===== config.mk =====
export PLATFORM = sky130hd
export DESIGN_NAME = cpu_step_ctrl
export DESIGN_NICKNAME = d
export VERILOG_FILES = /design/src/rtl/cpu_ctrl_pkg.sv /design/src/rtl/btn_debounce.sv /design/src/rtl/cpu_step_ctrl.sv
export SDC_FILE = /design/constraint.sdc
export NUM_CORES = 1
export LEC_CHECK = 0
export ABC_AREA = 1
export ABC_CLOCK_PERIOD_IN_PS = 7930
export BUFFER_PORTS_ARGS = -buffer_cell sky130_fd_sc_hd__buf_2
export CAP_MARGIN = 15
export CORE_ASPECT_RATIO = 1.2
export CORE_MARGIN = 2
export CORE_UTILIZATION = 55
export DETAILED_ROUTE_END_ITERATION = 10
export GPL_TIMING_DRIVEN = 0
export PLACE_DENSITY = 0.85
export SYNTH_ARGS = -nofsm -noshare
export SYNTH_HDL_FRONTEND = slang
export SYNTH_SLANG_ARGS = --single-unit
export TNS_END_PERCENT = 20

===== constraint.sdc =====
create_clock -name clk -period 7.93 [get_ports clk]
set_clock_uncertainty 0.15 [all_clocks]
set_input_delay 0.3965 -clock clk [delete_from_list [all_inputs] [get_ports clk]]
set_output_delay 0.3965 -clock clk [all_outputs]
set_load 0.02 [all_outputs]

===== src/rtl/cpu_ctrl_pkg.sv =====
// Shared types and default constants for the CPU run-control block.
package cpu_ctrl_pkg;
   typedef enum logic [1:0] {IDLE, PRESS_WAIT, PRESSED, RELEASE_WAIT} db_state_t;

   localparam int unsigned FAST_DIV_DEF  = 8;
   localparam int unsigned SLOW_DIV_DEF  = 67108864;
   localparam int unsigned DB_CYCLES_DEF = 1000000;
endpackage


===== src/rtl/btn_debounce.sv =====
// Push-button synchronizer and debounce FSM: a stable level plus a single
// press pulse, asserted combinationally in the cycle the press is accepted.
module btn_debounce
   import cpu_ctrl_pkg::*;
#(
   parameter int unsigned DB_CYCLES = DB_CYCLES_DEF
) (
   input  logic clk,
   input  logic rst,
   input  logic btn,
   output logic level,
   output logic press_pulse
);
   localparam int CW = $clog2(DB_CYCLES);
   localparam logic [CW-1:0] LAST = CW'(DB_CYCLES - 1);

   logic [1:0]    sync;
   logic          btn_s;
   db_state_t     state, state_nxt;
   logic [CW-1:0] db_cnt, cnt_nxt;
   logic          level_nxt;

   assign btn_s = sync[1];

   always_ff @(posedge clk or posedge rst) begin
      if (rst) begin
         sync   <= '0;
         state  <= IDLE;
         db_cnt <= '0;
         level  <= 1'b0;
      end else begin
         sync   <= {sync[0], btn};
         state  <= state_nxt;
         db_cnt <= cnt_nxt;
         level  <= level_nxt;
      end
   end

   always_comb begin
      state_nxt   = state;
      cnt_nxt     = db_cnt;
      level_nxt   = level;
      press_pulse = 1'b0;
      case (state)
         IDLE: begin
            if (btn_s) begin
               state_nxt = PRESS_WAIT;
               cnt_nxt   = '0;
            end
         end
         PRESS_WAIT: begin
            if (!btn_s) begin
               state_nxt = IDLE;
            end else if (db_cnt == LAST) begin
               state_nxt   = PRESSED;
               level_nxt   = 1'b1;
               press_pulse = 1'b1;
            end else begin
               cnt_nxt = db_cnt + CW'(1);
            end
         end
         PRESSED: begin
            if (!btn_s) begin
               state_nxt = RELEASE_WAIT;
               cnt_nxt   = '0;
            end
         end
         RELEASE_WAIT: begin
            if (btn_s) begin
               state_nxt = PRESSED;
            end else if (db_cnt == LAST) begin
               state_nxt = IDLE;
               level_nxt = 1'b0;
            end else begin
               cnt_nxt = db_cnt + CW'(1);
            end
         end
         default: state_nxt = IDLE;
      endcase
   end
endmodule


===== src/rtl/cpu_step_ctrl.sv =====
// Run control for the single-cycle CPU: emits a one-cycle cpu_en strobe in
// fast/slow free-run or debounced single-step mode, and counts issued steps.
module cpu_step_ctrl
   import cpu_ctrl_pkg::*;
#(
   parameter int unsigned FAST_DIV  = FAST_DIV_DEF,
   parameter int unsigned SLOW_DIV  = SLOW_DIV_DEF,
   parameter int unsigned DB_CYCLES = DB_CYCLES_DEF
) (
   input  logic        clk,
   input  logic        rst,
   input  logic        sw_slow,
   input  logic        sw_step,
   input  logic        btn_step,
   input  logic        halt,
   output logic        cpu_en,
   output logic        btn_db,
   output logic [31:0] step_cnt
);
   localparam int unsigned MAX_DIV = (SLOW_DIV > FAST_DIV) ? SLOW_DIV : FAST_DIV;
   localparam int DW = $clog2(MAX_DIV);

   logic [1:0]    slow_sync, step_sync;
   logic          slow_q;
   logic          slow_s, step_s;
   logic          step_req;
   logic [DW-1:0] div_cnt, div_nxt, period_last;
   logic          en_nxt;

   assign slow_s      = slow_sync[1];
   assign step_s      = step_sync[1];
   assign period_last = slow_s ? DW'(SLOW_DIV - 1) : DW'(FAST_DIV - 1);

   btn_debounce #(.DB_CYCLES(DB_CYCLES)) u_db (
      .clk         (clk),
      .rst         (rst),
      .btn         (btn_step),
      .level       (btn_db),
      .press_pulse (step_req)
   );

   // A period switch restarts the divider so the new rate begins on a clean boundary.
   always_comb begin
      div_nxt = div_cnt;
      en_nxt  = 1'b0;
      if (slow_s != slow_q) begin
         div_nxt = '0;
      end else if (step_s) begin
         div_nxt = '0;
         en_nxt  = step_req & ~halt;
      end else if (!halt) begin
         if (div_cnt == period_last) begin
            div_nxt = '0;
            en_nxt  = 1'b1;
         end else begin
            div_nxt = div_cnt + DW'(1);
         end
      end
   end

   always_ff @(posedge clk or posedge rst) begin
      if (rst) begin
         slow_sync <= '0;
         step_sync <= '0;
         slow_q    <= 1'b0;
         div_cnt   <= '0;
         cpu_en    <= 1'b0;
         step_cnt  <= '0;
      end else begin
         slow_sync <= {slow_sync[0], sw_slow};
         step_sync <= {step_sync[0], sw_step};
         slow_q    <= slow_s;
         div_cnt   <= div_nxt;
         // Masking with the current strobe keeps pulses apart across mode switches.
         cpu_en    <= en_nxt & ~cpu_en;
         if (cpu_en) step_cnt <= step_cnt + 32'd1;
      end
   end
endmodule


# ---- After elaboration in Yosys (flattened, before gate mapping)
# Index checks and enable logic that the tools add are counted.
dict set report word_totals {
  inputBits 6
  ram_bits 0
  rom_bits 0
  latchBits 0
  word_cells 67
  memories 0
  out_inout_bits 34
  register_bits 89
}
dict set report op_classes {
  div 0
  reduce_logical 5
  n_bitwise 4
  order_cmp 0
  addsub 3
  muxes 30
  n_shift 0
  mul 0
  n_eq_ne 15
}
# op n
set op_table {}
lappend op_table {{26-bit two-way mux} 5}
lappend op_table {{20-bit two-way mux} 5}
lappend op_table {{20-bit case mux with 4 select lines} 1}
lappend op_table {{32-bit by 1-bit adder with 32-bit output (second input constant)} 1}
lappend op_table {{26-bit by 1-bit adder with 26-bit output (second input constant)} 1}
lappend op_table {{26-bit equality test} 1}
lappend op_table {{20-bit by 1-bit adder with 20-bit output (second input constant)} 1}
lappend op_table {{20-bit equality test (second input constant)} 1}
lappend op_table {{2-bit two-way mux} 6}
lappend op_table {{1-bit two-way mux} 11}
lappend op_table {{2-bit by 1-bit != test with 1-bit output (second input constant)} 4}
lappend op_table {{2-bit case mux with 4 select lines} 1}
lappend op_table {{4-bit AND reduction} 2}
lappend op_table {{3-bit by 1-bit != test with 1-bit output (second input constant)} 2}
lappend op_table {{5-bit AND reduction} 1}
lappend op_table {{2-bit equality test (second input constant)} 2}
lappend op_table {{2-bit != test (second input constant)} 2}
lappend op_table {{3-bit != test (second input constant)} 1}
lappend op_table {{1-bit bitwise AND} 2}
lappend op_table {{2-bit by 1-bit equality test with 1-bit output (second input constant)} 1}
lappend op_table {{2-bit zero test} 1}
lappend op_table {{1-bit NOT} 2}
lappend op_table {{1-bit case mux with 2 select lines} 1}
lappend op_table {{2-bit nonzero test} 1}
lappend op_table {{1-bit != test} 1}

# ---- Longest topological paths before layout
# Gate-level depths: netlist of run 1.
dict set report depth {
  depth_word 8
  mapped_depth 11
  mapped_depth_nobuf 9
}

# ---- Modules after synthesis
# From an unflattened synthesis of run 1, not the netlist that was laid out.
dict set report unflattened {
  cells_unflattened 752
  area_unflattened_um2 5489.0
}
# mod seq_area_each_um2 area_each_um2 n_inst cells_each
set by_module_without_submodules {}
lappend by_module_without_submodules {cpu_step_ctrl 1601.5 3866.2 1 511}
lappend by_module_without_submodules {btn_debounce 625.6 1622.8 1 241}

# ---- Least setup slack after synthesis of run 1
# Ideal clock, no wire load.
dict set report synth_timing {
  path_kind {register to register}
  start {register u_db.db_cnt[0]}
  end {register u_db.db_cnt[0]}
  t_required_ns 7.657
  period_less_slack_ns 1.749
  n_path_buf 1
  setup_slack_ns 6.181
  path_stages_with_launch 10
  arrival_time_ns 1.476
  setup_ns 0.123
  cell_sequence {dfrtp_1 -> ha_1 -> nand3_2 -> nor2_1 -> nand3_2 -> nand2_4 -> inv_2 -> nand2_4 -> buf_12 -> o21ai_2}
}
dict set report synth_between {
  elab_chain_cells 4
  word_cells_on_any_way 6
  classes_between {1 x add/sub; 1 x eq/ne; 4 x mux}
}
# element line_no
set synth_rtl {}
lappend synth_rtl {{start: declaration} btn_debounce.sv:20} ;# logic [CW-1:0] db_cnt, cnt_nxt;
lappend synth_rtl {{start signal: assignment} btn_debounce.sv:34} ;# db_cnt <= cnt_nxt;
lappend synth_rtl {{20-bit by 1-bit adder with 20-bit output or 20-bit equality test (tied branches)} -}
lappend synth_rtl {{20-bit two-way mux *} {btn_debounce.sv:54, btn_debounce.sv:71}}
lappend synth_rtl {{20-bit two-way mux, on equally long branches} {btn_debounce.sv:69, btn_debounce.sv:52}}
lappend synth_rtl {{20-bit case mux with 4 select lines *} btn_debounce.sv:44} ;# case (state)
# Mark *: on every way between the ends. The rest lies on a longest branch, timed or not. The select of a mux whose other input is x is not followed.
# A chain may end at the register's enable or synchronous reset.

# ---- Worst setup path after layout of run 1
# Ends and elaborated chain as after synthesis.

==> results of run 1 <==
==> final cells by class <==
| cell class | count | area (sq um) |
|---|---|---|
| fillers | 741 | 3332 |
| multi-input cells | 498 | 2539 |
| flip-flops and latches | 89 | 2227 |
| inverters | 73 | 276.5 |
| repair buffers | 44 | 262.8 |
| well taps | 120 | 150.1 |
| clock buffers | 9 | 123.9 |
| plain buffers | 11 | 102.6 |
| clock inverters | 6 | 67.56 |
==> sequential cells by signal, summed over array words and instances (netlist names), named ones only <==
register	flops
u_db.state	1
slow_q	1
cpu_en	1
div_cnt	26
u_db.db_cnt	20
step_sync	2
slow_sync	2
u_db.sync	2
step_cnt	32
u_db.level	1
==> cells in the mapped netlist, types with 5 or more instances <==
| cell type | instances |
|---|---|
| nand4_1 | 21 |
| xor2_1 | 32 |
| xnor2_1 | 14 |
| buf_4 | 6 |
| inv_1 | 69 |
| o21ai_2 | 10 |
| nor2_1 | 80 |
| nand2_1 | 195 |
| nand3b_1 | 5 |
| nand3_1 | 53 |
| a21oi_1 | 21 |
| nor3_1 | 16 |
| o21ai_0 | 18 |
| dfrtp_1 | 89 |
==> power by group through the flow <==
stage / sequential [mW] / clock [mW] / combinational [mW]
after floorplan: 0.500 / 0 / 0.0440
after global placement: 0.493 / 0 / 0.0745
after detailed placement: 0.493 / 0 / 0.0793
after CTS: 0.484 / 0.316 / 0.0808
after global routing: 0.487 / 0.336 / 0.0896
final: 0.485 / 0.312 / 0.0795
==> routing by layer <==
layer | vias up | wire [um] | global-route usage
met5 | - | 0 | 0
met4 | 0 | 353 | 0.1215
met3 | 34 | 456 | 0.02947
met2 | 150 | 5771 | 0.4102
met1 | 2172 | 4758 | 0.3007
li1 | 2263 | - | -
==> cells in the final DEF (no fill, tap or decap), types with 2 or more instances in the layout <==
master / count
nand2_1: 195
dfrtp_1: 89
nor2_1: 80
inv_1: 68
nand3_1: 53
buf_2: 39
xor2_1: 32
nand4_1: 21
a21oi_1: 21
o21ai_0: 18
nor3_1: 16
xnor2_1: 14
o21ai_2: 10
clkbuf_8: 9
buf_4: 6
nand3b_1: 5
inv_2: 4
nor3_2: 4
nand2_2: 4
dlygate4sd3_1: 4
nor2_2: 3
nor2_4: 3
nand2_4: 3
buf_6: 3
ha_1: 3
or2_2: 2
nand3_2: 2
o21ai_1: 2
clkinvlp_4: 2
inv_6: 2
==> logic make-up (layout without fill, tap and decap cells) <==
logic type               Yosys count  in the layout  synth area share
AND/OR/NAND/NOR                  394            394            0.3448
flip-flops                        89             89            0.4331
buffers and inverters             84            143           0.07323
AO/OA/AOI/OAI                     55             55           0.06326
XOR/XNOR                          46             46           0.07835
adder cells (fa/ha/maj)            3              3          0.007300
==> stage by stage <==
| step | util | hold slack (ns) | setup slack (ns) | cells | cell area [sq um] |
|---|---|---|---|---|---|
| after global placement | 0.6043 | 0.1830 | 4.124 | 830 | 5488 |
| after global routing | 0.6331 | 0.1595 | 5.767 | 850 | 5749 |
| after CTS | 0.6331 | 0.1496 | 5.891 | 850 | 5749 |
| after detailed placement | 0.6076 | 0.1847 | 5.934 | 831 | 5518 |
| final | 0.6331 | 0.1608 | 5.889 | 850 | 5749 |
| after floorplan | - | 0.1812 | 5.077 | 671 | 5142 |
==> final timing paths <==
check	endpoint	cells after the start	start	slack (ns)
max	u_db.db_cnt[0]	9	u_db.db_cnt[0]	5.89
min	div_cnt[4]	2	halt	0.16
max reg2reg	u_db.db_cnt[0]	9	u_db.db_cnt[0]	5.89
min reg2reg	u_db.sync[1]	0	u_db.sync[0]	0.20
max in group asynchronous	div_cnt[11]	4	rst	6.67
min in group asynchronous	step_cnt[30]	3	rst	0.35
==> critical path, delay by kind of cell (launching register included) <==
| family | cells | cell delay [ns] |
|---|---|---|
| AND/OR/NAND/NOR | 5 | 0.69 |
| flip-flops | 1 | 0.51 |
| adder cells (fa/ha/maj) | 1 | 0.31 |
| buffers and inverters | 2 | 0.21 |
| AO/OA/AOI/OAI | 1 | 0.05 |
==> metrics, run 1 <==
pwr dens=roughly 150 mW/mm^2; Clock Pin Slew Worst Setup and Hold Paths=around 0.090 ns; status=finished, final reports clean; Pins Over Slew Limit=0; DIE WIDTH=between 90 and 100 um; Seq pwr share=0.554; grt total ovfl=0; port bufs=39; setup TNS=0 ns; CTS H-Tree Depth=3; clk sinks=89; DR vias=4619; Tmin final=just over 2 ns; Worst Setup Start Kind=flop; antenna violations before repair=0; clk_lat worst skew=0.37 ns; Antenna Cells=0; final count of negative-setup-slack endpoints=0; Psw=around 0.24 mW; final cycle utilization of the critical path=0.2574; Crit path largest cell delay=around 0.5 ns; Achievable Freq=489.8 MHz; Synth area leaders=dfrtp_1, nand2_1, nor2_1, xor2_1, nand3_1; core box area=a little over 0.009 sq mm; layout cells sized above 1=0.1425; Mapped Area=between 0.005 and 0.006 sq mm; row count=38; critical path arrival=approximately 2.1 ns; sequential-to-total area share from yosys stat=0.4331; GP Congestion=~0.94; synthesis-stage register bit count=89; CTS Hold Bufs=4; critical path type=flop to flop; syn avg cell area=~7.7 sq um; hold crit path type=input pin to flop; vias in the first global route=about 4300; clock share of power=0.356; Root Driver=clkbuf_8; top_reg_cell synth=dfrtp_1; total CTS buffers=9; Syn Inst Count=between 600 and 700; CTS tree=yes; EDFF count, synth=0; Static Leak=2.677 nW; DR WL/cell=approximately 13 um; largest net degree at the start of global routing=74; post-synthesis to final-layout area growth=11.80%; NumNets Final=735; relative slew slack=0.6461; RSZ-0062 raised after global routing=false; Worst path slowest cell=dfrtp_1; post-CTS setup buffers=0; power consumption=between 0.8 and 0.9 mW; number of hold violations in the final report=0; Setup crit end kind=flop; floorplan die height=about 110 um; Netlist cell types=34; Initial DRC Count=just over 400; Detailed Place HPWL=8312 um; IO Pins=40; YS warnings=0; Die ar.=approximately 0.010 sq mm; Logic pwr share=0.091; Max-Cap Viols=0; post_cts resized=0; Synth top area share=0.4331; Synthesized Nets=680; initial cell density of the core=0.5663; total wire length=around 11000 um; DR vias/cell=roughly 5.4; critical path required time=around 8 ns; residual DRC count=0; fraction of registers with async set/reset=1.000; Pre-antenna DRT Iters=5; Antenna Nets Post-Route=0; Internal Power=roughly 0.64 mW; first-pass GRT wire length=slightly below 20000 um; Worst-Margin Slew=0.5280 ns; All-Layer GR Usage=0.2393; Max FO, Critical Path=10; dominant cell type by area after synthesis=dfrtp_1; Longest Clk Path Bufs=2; CP cell instances=ha_1 > nand3_2 > nor2_1 > nand3_2 > nand2_4 > inv_2 > nand2_4 > buf_12 > o21ai_2; switching part of the total=0.2701; peak supply drop=~0.00012 V
(Power assumes the default switching activity.)
==> run 2: changes to the inputs <==
Settings changed: ABC_AREA 1 to 0, ABC_CLOCK_PERIOD_IN_PS 7930 to 1800, CORE_UTILIZATION 55 to 53, PLACE_DENSITY 0.85 to 0.86.
Clock period 7.93 ns to 1.8 ns, I/O delays scaled along.
==> run 2 against run 1 <==
  * The flow now finishes with violations (setup timing)
  * First-iteration DRC count is 55% lower
  * Via count is 22% lower
  * Power grew to 4.2 times the previous value
  * Core utilization is 3.4 points higher
  * Sequential share of layout area is 3.1 points higher
  * Non-clock buffer count is 17 higher
  * Final area is 7.0% lower
  * Cell count is 30% lower
  * Die area is 12% lower
  * Synthesized cell count is 36% lower
  * Hold slack worse by 0.0039 ns
  * Combinational power grew to 2.7 times the previous value
==> metrics, run 2 <==
most common cell after layout, fill and taps aside=dfrtp_1; sequential-to-total area share from yosys stat=0.5143; IO Pins=40; clk sinks=89; Synth top area share=0.5143; Final Util=0.6667; Clock Pin Slew Worst Setup and Hold Paths=0.10 ns; largest net degree at the start of global routing=42; commonest cells in the netlist=dfrtp_1, xnor2_1, nor2_1; Worst-Margin Slew=0.5390 ns; vias in the first global route=approximately 3500; Synth area leaders=dfrtp_1, xnor2_1, nor2_1, nand3_1, nand4_1; Die ar.=between 0.008 and 0.009 sq mm; Antenna Nets Post-Route=0; Global Route met3 Usage=0.04644; max reg flops=32; grt total ovfl=0; Achievable Freq=between 300 and 400 MHz; area of the multi-input gates=0.002182 sq mm; synthesis-stage register bit count=89; DR vias=between 3000 and 4000; fill count=approximately 560; status=finished with violations; Max-Cap Viols=0; port bufs=39; clk_lat worst skew=between 0.3 and 0.4 ns; post-placement cell count=567; Pins Over Slew Limit=0; residual DRC count=0; failing checks=setup timing; final count of negative-setup-slack endpoints=between 40 and 50; DIE WIDTH=86.52 um; RSZ-0062 raised after global routing=true; core box area=0.008018 sq mm; Top Registers=step_cnt x32, div_cnt x26, u_db.db_cnt x20; Netlist cell types=46; final cycle utilization of the critical path=1.398; YS warnings=0; met1 Use GR=0.2999; DR WL/cell=17.32 um; NumNets Final=507; initial cell density of the core=0.5401; top_reg_cell synth=dfrtp_1; Largest Register=step_cnt; total CTS buffers=9; hold crit path type=input pin to async pin; Worst Setup Start Kind=flop; commonest non-fill, non-tap cells in the layout=dfrtp_1, xnor2_1, buf_2, nor2_1, nand2_1; row count=36; Mapped Area=roughly 0.0043 sq mm; Pre-antenna DRT Iters=4; non-filler cells, final=roughly 600; dominant cell type by area after synthesis=dfrtp_1; Tmin final=2.517 ns; Synthesized Nets=440; critical path type=flop to flop; Longest Clk Path Bufs=2; pwr dens=about 690 mW/mm^2; CTS H-Tree Depth=3; fraction of registers with async set/reset=1.000; Initial DRC Count=184; Static Leak=between 2 and 2.5 nW; Storage cell area=about 0.0022 sq mm; critical path required time=roughly 1.9 ns; All-Layer GR Usage=0.2368; Setup crit end kind=flop; floorplan die height=~100 um; routing usage on met2=0.3970; Syn Inst Count=roughly 430; CTS tree=yes; syn avg cell area=~10 sq um; Root Driver=clkbuf_8; first-pass GRT wire length=between 15000 and 20000 um; critical path arrival=around 2.6 ns; post-synthesis to final-layout area growth=23.43%; GP Congestion=between 0.9 and 1; relative slew slack=0.6407; layout cells sized above 1=0.2664; EDFF count, synth=0; Max FO, Critical Path=5; Detailed Place HPWL=approximately 6400 um; DR vias/cell=slightly above 6; peak supply drop=roughly 0.00053 V; total wire length=between 10000 and 15000 um; grt peak-use layer=met2; most common cell in the netlist=dfrtp_1; number of hold violations in the final report=0; Final WS setup=-0.7171 ns; antenna violations before repair=0; Antenna Cells=0
-- run 2: changes by cell type in the layout (fill, tap and decap cells not counted), moves of 19 or more --
cell	before	now
inv_1	68	14
xnor2_1	14	45
xor2_1	32	11
a21oi_1	21	2
nor2_1	80	37
nand3_1	53	24
nand2_1	195	27
-- run 2: metrics by stage --
step           power [mW]  hold slack, ns  setup WS, ns  setup TNS, ns  area [sq um]
6_report            3.686          0.1569       -0.7171         -18.04          5345
5_1_grt             3.814          0.1793       -0.7709         -22.51          5345
4_1_cts             3.676          0.1526       -0.6506         -16.67          5190
3_5_place_dp        2.249        0.001735       -0.7375         -37.05          4688
3_3_place_gp        2.229         0.04934       -0.7054         -33.64          4648
2_1_floorplan       2.187        -0.02857       -0.5009         -16.99          4334
-- run 2: final cells by class --
cell class / instances / area share
plain buffers: 16 / 0.02786
clock buffers: 10 / 0.02575
clock inverters: 6 / 0.01217
inverters: 16 / 0.01194
multi-input cells: 310 / 0.4082
flip-flops and latches: 89 / 0.4188
well taps: 95 / 0.02224
repair buffers: 56 / 0.07303
-- run 2: worst max-delay path, cell delays in order, from the launching register on --
cell and delay [ns]:
dfrtp_1 0.40, or4b_1 0.55, or4_4 0.61, o21ai_4 0.24, inv_2 0.09, nand2_4 0.12, clkbuf_16 0.16, o21ai_1 0.07
-- run 2: worst paths after layout --
kind	startpoint	to	slack [ns]	cells past startpoint
setup / recovery	u_db.db_cnt[8]	u_db.db_cnt[2]	-0.72	7
hold / removal	rst	u_db.db_cnt[19]	0.16	3
setup reg to reg	u_db.db_cnt[8]	u_db.db_cnt[2]	-0.72	7
hold reg to reg	u_db.sync[0]	u_db.sync[1]	0.20	0
max in group asynchronous	rst	div_cnt[16]	0.76	4
min in group clk	u_db.sync[0]	u_db.sync[1]	0.20	0
-- run 2: where the power goes --
part	switching [mW]	internal, mW	total (mW)	leakage, nW
sequential	0.0254	2.02	2.05	1.21
clock	0.743	0.683	1.43	0.103
combinational	0.130	0.0851	0.216	0.920
-- run 2: kinds of logic after synthesis --
family / count (synthesis) / share of synthesized area
AND/OR/NAND/NOR: 191 / 0.2387
multiplexers: 2 / 0.005200
buffers and inverters: 32 / 0.03091
adder cells (fa/ha/maj): 3 / 0.008669
XOR/XNOR: 57 / 0.1153
AO/OA/AOI/OAI: 57 / 0.08697
flip-flops: 89 / 0.5143
-- run 2: layer usage --
metal	up-vias	part of all wire
li1	1666	-
met2	94	0.52
met1	1836	0.42
met3	23	0.037
met5	-	0
met4	0	0.024
-- run 2: timing repair --
action                                 in CTS  in global routing
cloned                                      0                  1
setup endpoints to repair                  74                 62
hold buffers                                5                  0
endpoints found under the hold margin      72                  0
buffers inserted                            6                  3
resized for setup                          55                 36
pin swaps                                   8                  5
==> run 3: changes to the inputs <==
Settings changed: CORE_UTILIZATION 53 to 50, CTS_BUF_LIST set to sky130_fd_sc_hd__clkbuf_16, PLACE_DENSITY 0.86 to 0.83.
==> run 3 against run 2 <==
  * The flow still finishes with violations (setup timing)
  * Sequential share of layout area down 1.3 points
  * Cell count rose by 4.0%
  * Critical path depth stayed put
  * First-iteration DRC count is 38% higher
  * Wire length is 2.4% lower
  * Sequential cell count did not move
  * Combinational power about the same
  * Via count fell by 2.6%
  * Worst setup slack improved by 0.064 ns
  * Clock-buffer cell count down 1
  * Sequential power about the same
  * Critical path type unchanged
==> metrics, run 3 (synthesis gave the netlist of run 2 again) <==
status=finished with violations; failing checks=setup timing; max reg flops=32; final count of negative-setup-slack endpoints=46; post-placement cell count=roughly 600; antenna violations before repair=0; DR vias=between 3000 and 4000; Hold Slack=between 0.15 and 0.2 ns; Initial DRC Count=253; post-synthesis to final-layout area growth=27.28%; CTS H-Tree Depth=3; Antenna Cells=0; Die ar.=0.009424 sq mm; NumNets Final=~500; non-filler cells, final=a little over 600; port bufs=39; relative slew slack=0.6593; DR vias/cell=~5.7; initial cell density of the core=0.5084; number of hold violations in the final report=0; row count=37; total CTS buffers=9; clk sinks=89; first-pass GRT wire length=around 16000 um; layout cells sized above 1=0.2614; core box area=0.008518 sq mm; critical path required time=between 1.5 and 2 ns; Detailed Place HPWL=around 6400 um; critical path type=flop to flop; largest net degree at the start of global routing=44; DR WL/cell=about 16 um; Top Registers=step_cnt x32, div_cnt x26, u_db.db_cnt x20; grt total ovfl=0; most common cell after layout, fill and taps aside=dfrtp_1; setup TNS=-16.62 ns; vias in the first global route=3416; Root Driver=clkbuf_16; Worst-Margin Slew=slightly above 0.5 ns; Longest Clk Path Bufs=2; Achievable Freq=roughly 410 MHz; commonest non-fill, non-tap cells in the layout=dfrtp_1, xnor2_1, buf_2, nor2_1, nand2_1; Setup crit end kind=flop; clk_lat worst skew=roughly 0.34 ns; Worst Setup Start Kind=flop; Tmin final=between 2 and 2.5 ns; hold crit path type=input pin to async pin; peak supply drop=a little over 0.0005 V; All-Layer GR Usage=0.2202; DIE WIDTH=just under 90 um; Antenna Nets Post-Route=0; CTS tree=yes; fill count=between 600 and 700; Max-Cap Viols=0; GP Congestion=between 0.8 and 0.9; RSZ-0062 raised after global routing=true; final cycle utilization of the critical path=1.363; Clock Pin Slew Worst Setup and Hold Paths=roughly 0.060 ns; pre-CTS setup slack=-0.7511 ns; Final WS setup=-0.6533 ns; IO Pins=40; pwr dens=734.5 mW/mm^2; floorplan die height=about 110 um; Pre-antenna DRT Iters=4; residual DRC count=0; total wire length=10110 um; Static Leak=~2.3 nW; Pins Over Slew Limit=0; Max FO, Critical Path=7; Largest Register=step_cnt; critical path arrival=between 2 and 3 ns; FF-to-FF path depth=7
[run 3: cell count changes in the layout (fill, tap and decap cells not counted), sizes merged]
cell	change
clkinv	-2
inv	+3
buf	-1
clkbuf	+2
[run 3: what timing repair did]
| item | in CTS | in global routing |
|---|---|---|
| endpoints found under the setup margin | 74 | 59 |
| endpoints found under the hold margin | 52 | 0 |
| resized for setup | 51 | 48 |
| cloned | 0 | 1 |
| setup buffers | 7 | 4 |
| hold buffers | 5 | 0 |
| pin swaps | 9 | 12 |
[run 3: layer usage]
metal  routed length [um]  vias to the layer above  GRT usage
met5                    0                        -          0
met4                  144                        0    0.08529
met2                 5436                       63     0.3694
li1                     -                     1666          -
met3                  343                       11    0.05047
met1                 4180                     1785     0.2725
[run 3: area by class of cell]
type	count	area, sq um	area share
clock inverter	7	56.30	0.01022
multi-input combinational	310	2235	0.4054
buffer	16	145.1	0.02633
inverter	16	63.81	0.01158
timing repair buffer	58	404.1	0.07333
tap	117	146.4	0.02656
clock buffer	9	225.2	0.04086
sequential	89	2236	0.4057
[run 3: metrics by stage]
stage | total power [mW] | util | area (sq um)
3_3_place_gp | 2.230 | 0.5489 | 4676
6_report | 4.048 | 0.6470 | 5512
4_1_cts | 4.051 | 0.6178 | 5263
5_1_grt | 4.206 | 0.6470 | 5512
3_5_place_dp | 2.246 | 0.5536 | 4716
2_1_floorplan | 2.187 | - | 4334
[run 3: worst max-delay path, cell delays in order, from the launching register on]
cell     delay (ns)
dfrtp_1        0.42
or4b_1         0.51
or4_4          0.55
o21ai_4        0.24
inv_2          0.09
nand2_4        0.11
buf_8          0.16
o31ai_1        0.09
[run 3: final timing paths]
kind / end / from / slack [ns]
worst max-delay path: u_db.db_cnt[12] / u_db.db_cnt[8] / -0.65
worst min-delay path: div_cnt[8] / rst / 0.18
max in group asynchronous: u_db.db_cnt[12] / rst / 0.73
min in group clk: step_sync[1] / step_sync[0] / 0.20
worst min register to register: step_sync[1] / step_sync[0] / 0.20
worst max register to register: u_db.db_cnt[12] / u_db.db_cnt[8] / -0.65
[run 3: where the power goes]
group | switching [mW] | total [mW] | internal, mW
clock | 0.733 | 1.78 | 1.05
sequential | 0.0257 | 2.05 | 2.02
combinational | 0.130 | 0.217 | 0.0868
total | 0.888 | 4.05 | 3.16
